**src/rtl/edge_table_reader.sv**
```systemverilog
// Sequential edge-table walker: streams {src, dst, weight} entries over a
// valid/ready port, either all entries or only those whose src matches a query node.
module edge_table_reader #(
   parameter int N_EDGES = 8,
   parameter int W       = 8,
   parameter int CW      = $clog2(N_EDGES + 1)
) (
   input  logic                    clk,
   input  logic                    rst,
   input  logic [N_EDGES*3*W-1:0]  edge_tbl,
   input  logic [CW-1:0]           num_edges,
   input  logic                    start,
   input  logic                    filter_en,
   input  logic [W-1:0]            query_node,
   output logic                    out_valid,
   input  logic                    out_ready,
   output logic [W-1:0]            out_src,
   output logic [W-1:0]            out_dst,
   output logic [W-1:0]            out_weight,
   output logic                    busy,
   output logic                    done,
   output logic [CW-1:0]           match_count
);

   localparam int IW = (N_EDGES > 1) ? $clog2(N_EDGES) : 1;

   typedef enum logic [1:0] {IDLE, SCAN, OUT, DONE} state_t;

   state_t                       state;
   state_t                       state_nxt;
   logic [N_EDGES-1:0][2:0][W-1:0] tbl;
   logic [CW-1:0]                idx;
   logic [CW-1:0]                num_lat;
   logic [CW-1:0]                num_clamped;
   logic                         filter_lat;
   logic [W-1:0]                 query_lat;
   logic [W-1:0]                 cur_src;
   logic [W-1:0]                 cur_dst;
   logic [W-1:0]                 cur_weight;
   logic                         hit;
   logic                         last;

   // Packed view of the flat table so entry i, field k lands at [(i*3+k)*W +: W].
   assign tbl         = edge_tbl;
   assign num_clamped = (num_edges > CW'(N_EDGES)) ? CW'(N_EDGES) : num_edges;
   assign cur_src     = tbl[idx[IW-1:0]][0];
   assign cur_dst     = tbl[idx[IW-1:0]][1];
   assign cur_weight  = tbl[idx[IW-1:0]][2];
   assign hit         = !filter_lat || (cur_src == query_lat);
   assign last        = (idx == num_lat - CW'(1));

   always_ff @(posedge clk) begin
      if (rst) begin
         state <= IDLE;
      end else begin
         state <= state_nxt;
      end
   end

   always_comb begin
      state_nxt = state;
      case (state)
         IDLE: begin
            if (start) begin
               state_nxt = (num_clamped == '0) ? DONE : SCAN;
            end
         end
         SCAN: begin
            if (hit) begin
               state_nxt = OUT;
            end else if (last) begin
               state_nxt = DONE;
            end
         end
         OUT: begin
            if (out_ready) begin
               state_nxt = last ? DONE : SCAN;
            end
         end
         DONE:    state_nxt = IDLE;
         default: state_nxt = IDLE;
      endcase
   end

   always_comb begin
      out_valid = (state == OUT);
      busy      = (state != IDLE);
      done      = (state == DONE);
   end

   // Scan parameters are captured at start so the caller may change its inputs mid-scan.
   always_ff @(posedge clk) begin
      if (rst) begin
         idx         <= '0;
         num_lat     <= '0;
         filter_lat  <= 1'b0;
         query_lat   <= '0;
         out_src     <= '0;
         out_dst     <= '0;
         out_weight  <= '0;
         match_count <= '0;
      end else begin
         case (state)
            IDLE: begin
               if (start) begin
                  num_lat     <= num_clamped;
                  filter_lat  <= filter_en;
                  query_lat   <= query_node;
                  idx         <= '0;
                  match_count <= '0;
               end
            end
            SCAN: begin
               if (hit) begin
                  out_src    <= cur_src;
                  out_dst    <= cur_dst;
                  out_weight <= cur_weight;
               end else if (!last) begin
                  idx <= idx + CW'(1);
               end
            end
            OUT: begin
               if (out_ready) begin
                  match_count <= match_count + CW'(1);
                  if (!last) begin
                     idx <= idx + CW'(1);
                  end
               end
            end
            default: begin
            end
         endcase
      end
   end

endmodule

```
**config.mk**
```make
export PLATFORM = sky130hd
export DESIGN_NAME = edge_table_reader
export DESIGN_NICKNAME = d
export VERILOG_FILES = /design/src/rtl/edge_table_reader.sv
export SDC_FILE = /design/constraint.sdc
export NUM_CORES = 1
export LEC_CHECK = 0
export ABC_AREA = 1
export CAP_MARGIN = 20
export CORE_ASPECT_RATIO = 1.1
export CORE_UTILIZATION = 42
export CTS_CLUSTER_DIAMETER = 200
export DETAILED_ROUTE_END_ITERATION = 10
export PLACE_DENSITY = 0.95
export SETUP_SLACK_MARGIN = 0.15
export SLEW_MARGIN = 0
export SYNTH_ARGS = -nofsm -noshare
export SYNTH_HDL_FRONTEND = slang
export SYNTH_SLANG_ARGS = --single-unit
```
**constraint.sdc**
```tcl
create_clock -name clk -period 4.5 [get_ports clk]
set_input_delay 0.9 -clock clk [delete_from_list [all_inputs] [get_ports clk]]
set_output_delay 0.9 -clock clk [all_outputs]
set_load 0.02 [all_outputs]
```
==> flow_summary.toml <==
[flow_run]
max_cap_violations = 0

[clock_network]
post-cts-setup-buffers = 0
clk_pin_slew_ns = 0.09
cts_tree = "done"
numCtsBuffers = 5
cts_hold_buf = 0
cts_sinks = 47
clockBufferDepth = 2
cts-resized-gates = 0
cts-root-buf = "clkbuf_8"
htreeDepth = 2
clock_latency_ns = 0.31

[power_and_ir_drop]
max-vdd-ir-drop_uv = 313
power_leakage_nw = 2.96
powerDensity_nw_per_um2 = 505

[synth]
syn_avg_cell_area_um2 = 5.82
synth-seq-cells = 47
seq_area_frac_synth_pct = 23.2
synthFlopType = "dfxtp_1"
synth.distinct_cells = 34
yosys_warnings = 0
synth_top_area_share_pct = 23.2
synth_common_cells = "194 x nand2_1, 83 x a21oi_1, 78 x nor2_1"
syn-cell-area_um2 = 4060
synth.area.top_cells = "dfxtp_1 23%, nand2_1 18%, a21oi_1 10%"
synth_nets = 914
yosysTopAreaCell = "dfxtp_1"
synth_async_sr_flop_share_pct = 0
syn_inst = 697
synth.most_common_cell = "nand2_1"
synth_edf_count = 0

[placed_design]
hpwlAfterDp_um = 11400
preCtsSetupSlack_ns = 1.38
placed_area_um2 = 6360
portBuffers = 239
gp_congestion = 0.918

[drt]
wl_um = 15100
top_layer_used = "met4"
drtAntennaViolNets = 0
route.met2.wl_um = 7730
via_per_inst = 5.20
first_iter_violations = 228
drt-met1-wl_um = 5620
first_pass_iters = 5
vias = 5291
drc = 0
met3_length_um = 1200
wl_per_cell_um = 14.9

[finish]
drive_above_1_share_pct = 4.56
area.growth.synth_to_final_pct = 60.2
fin_area_um2 = 6500
nets = 1116
diodes = 0
fill_cells = 805

[floorplan]
dieArea_um2 = 10100
start_util_pct = 43.4
ioPinCount = 240
core_um2 = 9350
chipWidth_um = 95.7
die_y_um = 105
rows = 37

[timing]
hold_violations = 0
max_freq_mhz = 345
period_share_pct = 64.5
finalSetupViolCount = 0
fin_ws_ns = 1.60
tightest_slew_ns = 0.998
rsz0062_at_grt = "false"
period_minus_slack_ns = 2.90
relSlewSlack_pct = 33.4
clock_skew_ns = 0.00663
slew_violations = 0
fin_setup_tns_ns = 0

[worst_setup_path]
cp_data_required_time_ns = 4.75
timing.rr.start = "idx[0]"
crit_start = "idx[0]"
crit_path_start_kind = "flip-flop"
arrival_ns = 3.15
worstPathMaxFanout = 47
end_kind = "flip-flop"
critPathKind = "reg2reg"

[min_path]
min_from = "query_lat[5]"
min_path_type = "reg2reg"

[grt]
overflow = 0
grt_pass1_wl_um = 23500
antenna_found_initial = 0
grt_pass1_vias = 5103
grt_use_total_pct = 29.8
grt_max_degree = 61

[run_status]
status = "complete, no violations"
-- final timing paths --
path,endpoint,slack [ns],cells after the start
setup reg to reg,out_src[5],1.60,17
hold / removal,query_lat[5],0.48,2
setup / recovery,out_src[5],1.60,17
hold reg to reg,query_lat[5],0.48,2
-- power breakdown --
part	leakage [nW]	internal, mW	total (mW)	switching, mW
clock network	0.0687	0.222	0.368	0.146
registers	0.387	0.548	0.675	0.127
logic	2.51	0.925	2.24	1.32
-- logic make-up after synthesis --
logic type                 synth area share [%]
and+or+nand+nor                            36.1
AOI/OAI and AO/OA                          23.0
buffers and inverters                      13.8
DFF                                        23.2
adders and majority gates                  2.47
xor gates and xnor gates                   1.51
-- area by class of cell --
| class | instances | area (um2) | share of cell area (%) |
|---|---|---|---|
| Multi-Input combinational cell | 525 | 2560 | 39.3 |
| Timing Repair Buffer | 243 | 2420 | 37.3 |
| Sequential cell | 47 | 946 | 14.6 |
| Inverter | 77 | 292 | 4.49 |
| Tap cell | 117 | 146 | 2.25 |
| Clock buffer | 5 | 68.8 | 1.06 |
| Clock inverter | 3 | 66.3 | 1.02 |
-- metal layers --
layer | vias up | track usage, %
met5 | - | 0
met4 | 0 | 11.9
met3 | 35 | 6.55
met2 | 223 | 57.5
met1 | 2357 | 29.8
li1 | 2676 | -
-- through the flow --
step           hold slack (ns)  std cells  power [mW]  utilization [%]
2_1_floorplan            0.444        697        2.22                -
3_3_place_gp             0.460       1009        2.87             68.0
3_5_place_dp             0.468       1009        2.91             68.0
4_1_cts                  0.480       1017        3.29             69.5
5_1_grt                  0.503       1017        3.59             69.5
6_report                 0.478       1017        3.28             69.5
-- worst max-delay path, cell delays in order (launching register included) --
cell	delay [ns]
dfxtp_4	0.51
inv_2	0.53
nand2_1	0.16
nand2_1	0.10
nand2_1	0.05
nand2_1	0.10
nand2_1	0.07
nand2_1	0.11
nand2_1	0.06
nand2_1	0.06
nand2_1	0.05
nor2_1	0.12
nand2_2	0.08
nand2_2	0.08
nand2_4	0.19
inv_4	0.29
o21ai_0	0.12
nor2_1	0.13
-- layout by cell type (no fill, tap or decap), drive strengths merged, types with 2 or more instances in the layout --
cell type,count
ha,8
xnor2,2
nor3,4
xor2,5
or2,18
o21ai,41
clkbuf,5
dfxtp,47
a221oi,32
inv,78
buf,4
nand4,2
bufinv,2
a21oi,83
nand3b,3
nand3,44
nor2,79
clkdlybuf4s50,239
nand2,197
-- registers in the layout, summed over array words and instances (netlist names) --
name,count
out_dst,8
out_src,8
out_weight,8
query_lat,8
idx,4
match_count,4
num_lat,4
state,2
filter_lat,1
Note: power is estimated with default switching activity, not from simulation.
